**src/rtl/bcd_pkg.sv**
```systemverilog
// Shared definitions for the sequential binary-to-BCD converter:
// FSM state encoding, BCD digit width and the double-dabble add-3 threshold.
package bcd_pkg;

    localparam int         DIGIT_W     = 4;
    localparam logic [3:0] ADD3_THRESH = 4'd5;

    typedef enum logic [1:0] {
        ST_IDLE  = 2'd0,
        ST_SHIFT = 2'd1,
        ST_DONE  = 2'd2
    } state_t;

endpackage

```
**src/rtl/bcd_add3.sv**
```systemverilog
// Double-dabble per-digit correction: any digit of 5 or more gets 3 added
// so that the following left shift carries correctly into the next digit.
module bcd_add3
    import bcd_pkg::*;
(
    input  logic [DIGIT_W-1:0] i_digit,
    output logic [DIGIT_W-1:0] o_digit
);

    // Add 3 to digits at or above the threshold, pass others through.
    always_comb begin
        o_digit = i_digit;
        if (i_digit >= ADD3_THRESH) begin
            o_digit = i_digit + 4'd3;
        end else begin
            o_digit = i_digit;
        end
    end

endmodule

```
**src/rtl/bin2bcd_seq.sv**
```systemverilog
// Sequential binary-to-BCD converter (shift-and-add-3, one bit per cycle).
// Optional feature macro: BIN2BCD_SIGNED_EN -- when defined, bin is two's
// complement, |bin| is converted and neg reports the sign; otherwise bin is
// unsigned and neg is tied low.
module bin2bcd_seq
    import bcd_pkg::*;
#(
    parameter int WIDTH  = 16,
    parameter int DIGITS = 5
) (
    input  logic                    clk,
    input  logic                    reset,
    input  logic                    start,
    input  logic [WIDTH-1:0]        bin,
    output logic                    busy,
    output logic                    done,
    output logic [4*DIGITS-1:0]     bcd,
    output logic                    neg
);

    localparam int CNT_W      = $clog2(WIDTH + 1);
    localparam int BCD_W      = DIGIT_W * DIGITS;
    // ceil(WIDTH * log10(2)) in integer arithmetic; a signed magnitude of
    // up to 2^(WIDTH-1) needs the same number of digits.
    localparam int REQ_DIGITS = (WIDTH * 30103 + 99999) / 100000;

    if (DIGITS < REQ_DIGITS) begin : g_digits_check
        $error("bin2bcd_seq: DIGITS too small for WIDTH");
    end

    state_t             r_state;
    logic [WIDTH-1:0]   r_bin;
    logic [BCD_W-1:0]   r_scratch;
    logic [CNT_W-1:0]   r_cnt;
    logic               r_busy;
    logic               r_done;
    logic [BCD_W-1:0]   r_bcd;

    logic [WIDTH-1:0]   w_mag;
    logic [BCD_W-1:0]   w_corr;
    logic [BCD_W-1:0]   w_scratch_next;
    logic               w_last;

`ifdef BIN2BCD_SIGNED_EN
    logic               r_sign;
    logic               r_neg;

    // Two's complement magnitude; 0x8000 maps onto itself, read as 32768.
    assign w_mag = bin[WIDTH-1] ? ((~bin) + WIDTH'(1)) : bin;
    assign neg   = r_neg;

    // Capture the sign on accept and publish it together with the result.
    always_ff @(posedge clk) begin
        if (reset) begin
            r_sign <= 1'b0;
            r_neg  <= 1'b0;
        end else if ((r_state == ST_IDLE) && start) begin
            r_sign <= bin[WIDTH-1];
            r_neg  <= r_neg;
        end else if ((r_state == ST_SHIFT) && w_last) begin
            r_sign <= r_sign;
            r_neg  <= r_sign;
        end else begin
            r_sign <= r_sign;
            r_neg  <= r_neg;
        end
    end
`else
    assign w_mag = bin;
    assign neg   = 1'b0;
`endif

    // One add-3 corrector per BCD digit of the scratch register.
    for (genvar d = 0; d < DIGITS; d++) begin : g_add3
        bcd_add3 u_add3 (
            .i_digit (r_scratch[d*DIGIT_W +: DIGIT_W]),
            .o_digit (w_corr[d*DIGIT_W +: DIGIT_W])
        );
    end

    // Corrected scratch shifted left with the next binary bit entering.
    assign w_scratch_next = {w_corr[BCD_W-2:0], r_bin[WIDTH-1]};
    assign w_last         = (r_cnt == CNT_W'(WIDTH - 1));

    assign busy = r_busy;
    assign done = r_done;
    assign bcd  = r_bcd;

    // Conversion FSM: accept in IDLE, WIDTH shifts, one-cycle DONE.
    always_ff @(posedge clk) begin
        if (reset) begin
            r_state   <= ST_IDLE;
            r_bin     <= '0;
            r_scratch <= '0;
            r_cnt     <= '0;
            r_busy    <= 1'b0;
            r_done    <= 1'b0;
            r_bcd     <= '0;
        end else begin
            case (r_state)
                ST_IDLE: begin
                    r_done <= 1'b0;
                    if (start) begin
                        r_bin     <= w_mag;
                        r_scratch <= '0;
                        r_cnt     <= '0;
                        r_busy    <= 1'b1;
                        r_state   <= ST_SHIFT;
                    end else begin
                        r_busy    <= 1'b0;
                        r_state   <= ST_IDLE;
                    end
                end
                ST_SHIFT: begin
                    r_scratch <= w_scratch_next;
                    // Rotate the combined register; the bit wrapping back in
                    // is always zero because DIGITS is large enough.
                    r_bin     <= {r_bin[WIDTH-2:0], w_corr[BCD_W-1]};
                    r_cnt     <= r_cnt + CNT_W'(1);
                    if (w_last) begin
                        r_state <= ST_DONE;
                        r_done  <= 1'b1;
                        r_bcd   <= w_scratch_next;
                    end else begin
                        r_state <= ST_SHIFT;
                        r_done  <= 1'b0;
                    end
                end
                ST_DONE: begin
                    r_done  <= 1'b0;
                    r_busy  <= 1'b0;
                    r_state <= ST_IDLE;
                end
                default: begin
                    r_done  <= 1'b0;
                    r_busy  <= 1'b0;
                    r_state <= ST_IDLE;
                end
            endcase
        end
    end

endmodule

```
**config.mk**
```make
export PLATFORM = sky130hd
export DESIGN_NAME = bin2bcd_seq
export DESIGN_NICKNAME = d
export VERILOG_FILES = /design/src/rtl/bcd_pkg.sv /design/src/rtl/bcd_add3.sv /design/src/rtl/bin2bcd_seq.sv
export SDC_FILE = /design/constraint.sdc
export NUM_CORES = 1
export LEC_CHECK = 0
export BUFFER_PORTS_ARGS = -buffer_cell sky130_fd_sc_hd__buf_2
export CORE_UTILIZATION = 51
export DETAILED_ROUTE_END_ITERATION = 8
export PLACE_DENSITY = 0.8
export SLEW_MARGIN = 20
export SYNTH_ARGS = -nofsm -noshare
export SYNTH_HDL_FRONTEND = slang
export SYNTH_SLANG_ARGS = --single-unit
```
**constraint.sdc**
```tcl
create_clock -name clk -period 1.6 [get_ports clk]
set_input_delay 0.16 -clock clk [delete_from_list [all_inputs] [get_ports clk]]
set_output_delay 0.16 -clock clk [all_outputs]
set_load 0.05 [all_outputs]
```
== Yosys cells after proc, flatten, opt, wreduce, memory -nomap -nowiden ==
Index checks and enable logic that the tools add are counted.
Widths: inputs -> output; s select.

* Flip-flop bits (word level): 65
* Word-level logic and storage cells: 44
* Bits in latches: 0
* Memory bits (read-only): 0
* Input bits: 19
* Memories: 0
* Memory bits (writable): 0
* Output and inout bits: 23

* Mux-type cells: 17
* Reductions and logical operators: 5
* Equality and inequality tests: 3
* Magnitude comparators: 5
* Div/mod/pow operators: 0
* Bitwise operators: 1
* Add/sub/neg operators: 6
* Shift-type cells: 0
* Multipliers: 0

{| class="wikitable"
|+ Operators by type and width
! cell !! number
|-
| $pmux 20 s2 || 1
|-
| $pmux 16 s2 || 1
|-
| $add 4x2->4 const B || 5
|-
| $ge 4x3->1 const B || 5
|-
| $mux 20 || 1
|-
| $mux 4 || 5
|-
| $mux 16 || 1
|-
| $pmux 5 s2 || 1
|-
| $add 5x1->5 const B || 1
|-
| $eq 5x4->1 const B || 1
|-
| $mux 5 || 1
|-
| $pmux 2 s2 || 1
|-
| $reduce_and 2->1 || 2
|-
| $mux 1 || 3
|-
| $eq 2x1->1 const B || 1
|-
| $logic_not 2->1 || 1
|-
| $mux 2 || 1
|-
| $ne 2x2->1 const B || 1
|-
| $pmux 1 s2 || 1
|-
| $reduce_bool 2->1 || 1
|-
| $reduce_or 2->1 || 1
|-
| $not 1->1 || 1
|}

== Longest topological paths before layout ==
Gate-level depths: netlist of the first run.

* Word-level depth: 3
* Mapped depth: 8

== Cells and area by module ==
Synthesis of the first run repeated with hierarchy kept, for this count alone.

* Cells, all modules: 310
* Area total of the unflattened synthesis: 2914.0 sq um

{| class="wikitable"
|+ By module, submodules not included
! module !! seq. area each (sq um) !! cells an instance !! area each (sq um) !! instances
|-
| bin2bcd_seq || 1301.2 || 230 || 2407.3 || 1
|-
| bcd_add3 || 0.0 || 16 || 101.3 || 5
|}

== Least setup slack after synthesis of the first run ==
Ideal clock, no wire load.

* Kind: reg2reg
* Start: reg r_cnt[0]
* End: reg r_bcd[12], in the netlist bcd[12]
* Stages on the path, launching flop included: 9
* Arrival time: 1434 ps
* Setup slack: 27 ps
* Cell sequence: dfxtp_1 -> ha_1 -> and3_1 -> ha_1 -> and2_1 -> buf_6 -> buf_6 -> nor2_1 -> a211oi_2

* Longest elaborated chain between the ends: 2

{| class="wikitable"
|+ Ends and longest elaborated chain
! item !! RTL line !! source
|-
| start: declaration || bin2bcd_seq.sv:34 || <nowiki>logic [CNT_W-1:0] r_cnt;</nowiki>
|-
| start signal: assignment || bin2bcd_seq.sv:119 || <nowiki>r_cnt <= r_cnt + CNT_W'(1);</nowiki>
|-
| $eq 5x4->1 || bin2bcd_seq.sv:83 || <nowiki>assign w_last = (r_cnt == CNT_W'(WIDTH - 1));</nowiki>
|-
| net w_last || bin2bcd_seq.sv:42 || <nowiki>logic w_last;</nowiki>
|-
| $reduce_and 2->1 (no line) || -- ||
|-
| end signal: assignment || bin2bcd_seq.sv:123 || <nowiki>r_bcd <= w_scratch_next;</nowiki>
|-
| end: declaration || bin2bcd_seq.sv:37 || <nowiki>logic [BCD_W-1:0] r_bcd;</nowiki>
|}

The timed path passes the listed nets, and every way through them passes these cells.
A chain may end at the register's enable or synchronous reset.

== Worst setup path after layout of the first run ==
* Start: reg r_scratch[0]
* End: reg r_scratch[2]

* Longest elaborated chain between the ends: 3
* Elaborated cells between the ends (all ways): 4

{| class="wikitable"
|+ Ends and longest elaborated chain
! item !! RTL line !! source
|-
| start: declaration || bin2bcd_seq.sv:33 || <nowiki>logic [BCD_W-1:0] r_scratch;</nowiki>
|-
| start signal: assignment || bin2bcd_seq.sv:115 || <nowiki>r_scratch <= w_scratch_next;</nowiki>
|-
| $add 4x2->4 or $ge 4x3->1 (tied branches) || bcd_add3.sv:14, bcd_add3.sv:13 ||
|-
| $mux 4 * || bcd_add3.sv:13 || <nowiki>if (i_digit >= ADD3_THRESH) begin</nowiki>
|-
| $pmux 20 s2 * || bin2bcd_seq.sv:100 || <nowiki>case (r_state)</nowiki>
|}

Every way passes the cells marked *; elsewhere a longest branch is shown, timed or not.

==> reports/summary.txt, run 1 <==
result of the run: finished clean
worst hold path startpoint: reset
min cycle time layout: 1.54 ns
synth top area cells: dfxtp_1 (43%), mux2i_1 (6.3%), a211oi_1 (5.2%), ha_1 (5.0%), nor2_1 (4.6%)
DR WL/cell: 14.6 um
Slew Limit Fails: 0
Hold Fails Final Rpt: 0
number of synthesized flops with an enable pin: 0
cell area after synthesis: 3030 um^2
mux share of post-synthesis cell area: 6.27%
DRT antenna net count: 0
design area: 3590 um^2
pwr/cell area: 925 nW/um^2
Seq pwr share: 50.9%
FMAX: 649 MHz
Synth top area share: 42.9%
vias in the first global route: 2359
worst ir drop on vdd: 0.549 mV
Clk pwr share: 40.8%
die height: 79.1 um
worst hold endpoint: r_scratch[7]
cell internal pwr: 0.00253 W
critical path class: register to register
complex-gate fraction of the synthesized area: 20.5%
CTS sink count: 65
Worst-Skew Late Latency: 0.34 ns
post-synth top area cell: dfxtp_1
Worst Tran Pin Value: 0.868 ns
number of vias per cell: 5.61
Core ar.: 5610 um^2
Seq/Total Area, Yosys: 42.9%
drt first-iter violations: 112
Die ar.: 6260 um^2
first-pass GRT wire length: 10700 um
static leakage: 1.57 nW
Simple-Gate Fraction of Synth Area: 18.4%
hold crit path type: input pin to register
root buffer cell: clkbuf_8
CTS tree: done
post-DP HPWL: 4220 um
combinational power share: 8.2%
1st-pass router iterations: 4
WP data required: 1.88 ns
final core occ: 64.1%
FF-to-FF End: r_scratch[2]
Ports: 42
post-CTS setup buffer count: 0
largest net degree at the start of global routing: 37
CP endpoint kind: register
Critical Path AT: 1.82 ns
Worst R2R Setup Slack: 0.06 ns
FF-to-FF Start: r_scratch[0]
Synth async-reset ratio: 0%
Distinct cells, synth: 39
WHS Path Cells: 2
Final setup violation count: 0
Post-synth top cells: dfxtp_1 (65), nor2_1 (37), a211oi_1 (21)
post-synthesis adder-cell area fraction: 4.95%
number of buffers created by CTS: 9
Vias: 2464
Psw: 0.000788 W
placed cell area: 3320 um^2
Setup WS pre-CTS: -0.230 ns
Worst Clk Skew: 0.00597 ns
final net count: 393
initial antenna violation count: 0
Placer Congestion: 0.775
H-tree levels: 3
Ys Warns: 0
FF+latch count, synth: 65
Initial Utilization: 54.1%
Sw Share: 23.7%
Setup TNS: 0 ns
total wire length: 6400 um
top_reg_cell synth: dfxtp_1
R2R cell count: 6
row count: 27
Die X: 79.1 um
total gr overflow: 0
GRT Overall Usage: 22.1%
setup ws final: 0.0590 ns
launch point of the worst path: r_scratch[0]
IO Port Bufs: 40
final cycle utilization of the critical path: 96.3%
MaxCap Viol Count: 0
Slew HR: 41.9%
Cells after Synth: 316
clock-pin slew on the worst setup and hold paths: 0.07 ns
count leader, synth: dfxtp_1
synthesized net count: 347
Antenna diodes: 0
Worst Setup Start Kind: register
area grow syn2layout: 18.4%
Bufs on Longest Clock Path: 2
Syn Area/Cell: 9.60 um^2
drc violations: 0
XOR/XNOR Fraction of Synth Area: 1.44%
crit path max fanout: 5
largest family of logic cells by synthesized area: compound AO/OA/AOI/OAI gates
share of cells above drive strength 1: 26.7%
## cell type report
| class | count | area [um^2] |
|---|---|---|
| Sequential cell | 65 | 1300 |
| Timing Repair Buffer | 54 | 325 |
| Clock inverter | 3 | 40.0 |
| Inverter | 12 | 45.0 |
| Fill cell | 465 | 2020 |
| Clock buffer | 13 | 149 |
| Tap cell | 72 | 90.1 |
| Multi-Input combinational cell | 220 | 1640 |
## critical path, cell delays in order, from the launching register on
cell      delay, ns
dfxtp_1        0.39
inv_1          0.10
ha_1           0.28
nand2b_1       0.11
a21o_1         0.17
mux2i_1        0.28
a22o_1         0.16
## kinds of logic (layout without fill, tap and decap cells)
| kind of cell | count (synthesis) | count (layout) |
|---|---|---|
| simple gates | 97 | 97 |
| compound gates | 86 | 86 |
| flops | 65 | 65 |
| buf+inv | 31 | 82 |
| mux | 19 | 19 |
| fa+ha+maj | 12 | 12 |
| xor+xnor | 5 | 5 |
| other cells | 1 | 1 |
## how the worst max path moves through the flow
| stage | cells after the start | endpoint | slack, ns |
|---|---|---|---|
| floorplan | 8 | bcd[12] | 0.03 |
| global route | 5 | r_scratch[15] | -0.009 |
| finish | 6 | r_scratch[2] | 0.06 |
| detailed placement | 6 | bcd[1] | -0.23 |
| CTS | 7 | bcd[6] | -0.03 |
| global placement | 6 | bcd[17] | -0.15 |
## routing by layer
metal  global-route usage [%]  up-vias  routed length [um]
met2                     36.6       50                3060
li1                         -     1221                   -
met4                     9.09        0                  85
met5                        0        -                   0
met3                     5.63       10                 273
met1                     27.2     1183                2980
## stage by stage
step           total power, W  hold WS [ns]  instances
3_5_place_dp          0.00200         0.447        423
5_1_grt               0.00345         0.134        439
6_report              0.00332         0.131        439
2_1_floorplan         0.00192         0.359        316
4_1_cts               0.00335         0.120        439
3_3_place_gp          0.00199         0.443        423
## registers in the layout, summed over array words and instances (netlist names)
signal,cells
busy,1
r_bin,16
bcd,20
r_scratch,20
done,1
r_state,2
r_cnt,5
## cells in the final DEF, fill, tap and decap left out, drive strengths merged, types with 9 or more instances in the layout
cell / netlist / routed
a211oi: 26 / 26
inv: 12 / 12
nand2b: 9 / 9
a21oi: 14 / 14
clkbuf: 5 / 13
mux2i: 19 / 19
o21ai: 12 / 12
nor2: 39 / 39
nor3: 10 / 10
buf: 14 / 54
nor3b: 19 / 19
dfxtp: 65 / 65
ha: 12 / 12
a21o: 15 / 15
a22o: 10 / 10
## power by group through the flow
stage | sequential [W] | clock (W) | combinational (W)
final | 0.00169 | 0.00136 | 0.000272
after global routing | 0.00170 | 0.00146 | 0.000302
after CTS | 0.00169 | 0.00138 | 0.000271
after detailed placement | 0.00173 | 0 | 0.000267
after global placement | 0.00173 | 0 | 0.000264
after floorplan | 0.00173 | 0 | 0.000187
## what timing repair did
| item | 4_1_cts | 5_1_grt |
|---|---|---|
| hold buffers | 0 | 0 |
| endpoints found under the setup margin | 16 | 21 |
| pin swaps | 0 | 3 |
| resized for setup | 7 | 12 |
Power figures use the tool's default switching activity.
==> run 2: changes to the inputs <==
- CAP_MARGIN: unset -> 30
- SYNTH_HIERARCHICAL: unset -> 1
==> run 2 against run 1 <==
Against the previous run: synthesized cell count decreased by 1.9%; clock-buffer cell count decreased by 2; the flow now finishes with violations (negative setup slack); highest routed layer unchanged; first-iteration DRC count increased by 16%; clock skew about the same; non-clock buffer count decreased by 2.
==> reports/summary.txt, run 2 <==
initial antenna violation count: 0 (unchanged)
worst ir drop on vdd: 0.649 mV (was 0.549 mV)
Cells after Synth: 310 (was 316)
Slew HR: 66.3% (was 41.9%)
Slew Limit Fails: 0 (unchanged)
WHS Path Cells: 3 (was 2)
Post-CTS Hold Fix Bufs: 0 (unchanged)
clock-pin slew on the worst setup and hold paths: 0.07 ns (about the same)
Bufs on Longest Clock Path: 2 (unchanged)
die height: 77.6 um (was 79.1 um)
Worst Clk Skew: 0.00645 ns (was 0.00597 ns)
vias in the first global route: 2134 (was 2359)
root buffer cell: clkbuf_8 (unchanged)
top_reg_cell synth: dfxtp_1 (unchanged)
Distinct cells, synth: 36 (was 39)
critical path class: register to register (unchanged)
synthesized net count: 341 (was 347)
crit path max fanout: 5 (unchanged)
Top cell by count, worst path: ha_4
number of synthesized flops with an enable pin: 0 (unchanged)
total gr overflow: 0 (unchanged)
number of vias per cell: 5.52 (was 5.61)
R2R cell count: 7 (was 6)
DRT antenna net count: 0 (unchanged)
drt first-iter violations: 130 (was 112)
total wire length: 5950 um (was 6400 um)
cell area after synthesis: 2910 um^2 (was 3030 um^2)
Antenna diodes: 0 (unchanged)
drc violations: 0 (unchanged)
CP endpoint kind: register (unchanged)
Buf/Inv on CP: 1 (unchanged)
pwr/cell area: 914 nW/um^2 (was 925 nW/um^2)
setup ws final: -0.0412 ns (was 0.0590 ns)
FMAX: 609 MHz (was 649 MHz)
fillers: 451 (was 465)
H-tree levels: 3 (unchanged)
area grow syn2layout: 19.1% (was 18.4%)
Worst Setup Start Kind: register (unchanged)
cell internal pwr: 0.00237 W (was 0.00253 W)
Psw: 0.000802 W (was 0.000788 W)
IO Port Bufs: 40 (unchanged)
post-DP HPWL: 3810 um (was 4220 um)
crit path cell chain: ha_4 > and3_4 > ha_4 > nand2_4 > nor3_4 > clkbuf_16 > a22o_1 (was inv_1 > ha_1 > nand2b_1 > a21o_1 > mux2i_1 > a22o_1)
GRT Overall Usage: 19.9% (was 22.1%)
1st-pass router iterations: 4 (unchanged)
final cycle utilization of the critical path: 103% (was 96.3%)
largest net degree at the start of global routing: 23 (was 37)
Core ar.: 5510 um^2 (was 5610 um^2)
FF+latch count, synth: 65 (unchanged)
share of cells above drive strength 1: 26.9% (was 26.7%)
Critical Path AT: 1.93 ns (was 1.82 ns)
RSZ-0062 raised after global routing: true
number of buffers created by CTS: 9 (unchanged)
slowest CP cell: dfxtp_2 (was dfxtp_1)
Crit path max-delay family: simple AND/OR/NAND/NOR gates (was flip-flops)
CTS sink count: 65 (unchanged)
crit-path max cell delay: 0.36 ns (was 0.39 ns)
Sw Share: 25.3% (was 23.7%)
static leakage: 1.47 nW (was 1.57 nW)
post-synth top area cell: dfxtp_1 (unchanged)
min cycle time layout: 1.64 ns (was 1.54 ns)
violated checks: negative setup slack
count leader, synth: dfxtp_1 (unchanged)
Seq pwr share: 53.7% (was 50.9%)
Ys Warns: 6 (was 0)
Synth async-reset ratio: 0% (unchanged)
Worst Tran Pin Value: 0.505 ns (was 0.868 ns)
first-pass GRT wire length: 9510 um (was 10700 um)
WP data required: 1.89 ns (was 1.88 ns)
Crit. path cell count: 7 (was 6)
hold crit path type: input pin to register (unchanged)
Seq/Total Area, Yosys: 44.7% (was 42.9%)
result of the run: finished with violations (was finished clean)
combinational power share: 8.1% (was 8.2%)
Ports: 42 (unchanged)
Setup WS pre-CTS: 0.0339 ns (was -0.230 ns)
Initial Utilization: 52.9% (was 54.1%)
Placer Congestion: 0.779 (was 0.775)
DR WL/cell: 13.9 um (was 14.6 um)
synth top area cells: dfxtp_1 (45%), a22o_1 (6.0%), nor2_1 (5.8%), a22oi_1 (5.4%), ha_1 (5.2%) (was dfxtp_1 (43%), mux2i_1 (6.3%), a211oi_1 (5.2%), ha_1 (5.0%), nor2_1 (4.6%))
Synth top area share: 44.7% (was 42.9%)
Clk pwr share: 38.2% (was 40.8%)
row count: 27 (unchanged)
WHS: 0.156 ns (was 0.131 ns)
final net count: 383 (was 393)
most common cell after layout, fill and taps aside: dfxtp_1 (unchanged)
Vias: 2366 (was 2464)
CTS tree: done (unchanged)
MaxCap Viol Count: 0 (unchanged)
most frequent cells in the layout: dfxtp_1 (57), nor2_1 (45), buf_2 (40), nand2_1 (22), a22oi_1 (21) (was dfxtp_1 (64), buf_2 (40), nor2_1 (36), mux2i_1 (18), a211oi_1 (17))
Syn Area/Cell: 9.40 um^2 (was 9.60 um^2)
Die X: 77.6 um (was 79.1 um)
Post-synth top cells: dfxtp_1 (65), nor2_1 (45), nand2_1 (23) (was dfxtp_1 (65), nor2_1 (37), a211oi_1 (21))
Hold Fails Final Rpt: 0 (unchanged)
Die ar.: 6020 um^2 (was 6260 um^2)
Final setup violation count: 10 (was 0)
Worst-Skew Late Latency: 0.34 ns (about the same)
[run 2: cell types whose count changed after synthesis, moves of 5 or more]
| cell | before | now |
|---|---|---|
| a211oi_2 | 5 | 0 |
| a21o_1 | 15 | 0 |
| a21oi_1 | 14 | 0 |
| a21oi_2 | 0 | 6 |
| a22o_1 | 10 | 20 |
| a22oi_1 | 2 | 21 |
| nand2_1 | 6 | 23 |
| nor2_1 | 37 | 45 |
| nor3_1 | 10 | 1 |
| nor3b_1 | 13 | 1 |
| nor3b_2 | 6 | 0 |
| o21ai_0 | 11 | 6 |
| o22ai_1 | 1 | 6 |
[run 2: final cells by class]
cell class	instances	area, um^2	area share [%]
Sequential cell	65	1310	37.8
Tap cell	72	90.1	2.59
Clock buffer	11	141	4.07
Multi-Input combinational cell	211	1500	43.2
Timing Repair Buffer	52	349	10.1
Clock inverter	5	31.3	0.901
Inverter	13	48.8	1.41
[run 2: cells by family (layout without fill, tap and decap cells)]
kind of cell / after synthesis / after routing / share of synthesized area (%)
xor+xnor: 5 / 5 / 1.50
flops: 65 / 65 / 44.7
other cells: 1 / 1 / 0.129
simple gates: 91 / 91 / 14.3
mux: 15 / 15 / 5.15
buf+inv: 34 / 81 / 6.44
fa+ha+maj: 12 / 12 / 5.15
compound gates: 87 / 87 / 22.6
[run 2: timing repair]
action | in CTS | in global routing
setup endpoints to repair | 0 | 33
resized for setup | 0 | 22
setup buffers | 0 | 3
[run 2: per-stage QoR]
stage | cell area, um^2 | cells | power [W] | util, % | TNS, ns
finish | 3470 | 429 | 0.00317 | 63.1 | -0.225
global route | 3470 | 429 | 0.00332 | 63.1 | -1.58
global placement | 3160 | 408 | 0.00198 | 57.3 | 0
floorplan | 2910 | 310 | 0.00193 | - | 0
detailed placement | 3160 | 408 | 0.00199 | 57.3 | 0
CTS | 3330 | 424 | 0.00319 | 60.4 | 0
[run 2: final timing paths]
| kind | start | to | slack (ns) |
|---|---|---|---|
| worst max-delay path | r_cnt[1] | bcd[2] | -0.04 |
| worst min-delay path | bin[8] | r_bin[8] | 0.16 |
| worst max register to register | r_cnt[1] | bcd[2] | -0.04 |
| worst min register to register | busy | busy | 0.48 |
[run 2: worst reg2reg max path: stages, from the launching register on]
cell       delay (ns)
dfxtp_2          0.36
ha_4             0.14
and3_4           0.19
ha_4             0.15
nand2_4          0.06
nor3_4           0.35
clkbuf_16        0.23
a22o_1           0.11
[run 2: power groups by stage]
stage	combinational [W]	sequential (W)	clock (W)
after global placement	0.000249	0.00173	0
after global routing	0.000287	0.00171	0.00132
after floorplan	0.000197	0.00173	0
final	0.000257	0.00170	0.00121
after CTS	0.000255	0.00170	0.00124
after detailed placement	0.000255	0.00173	0
[run 2: metal layers]
layer	wire length (um)	share of wire [%]	GRT usage [%]
met5	0	0	0
met4	93	1.6	6.23
met3	319	5.4	7.18
met2	2790	47	31.9
met1	2750	46	24.7
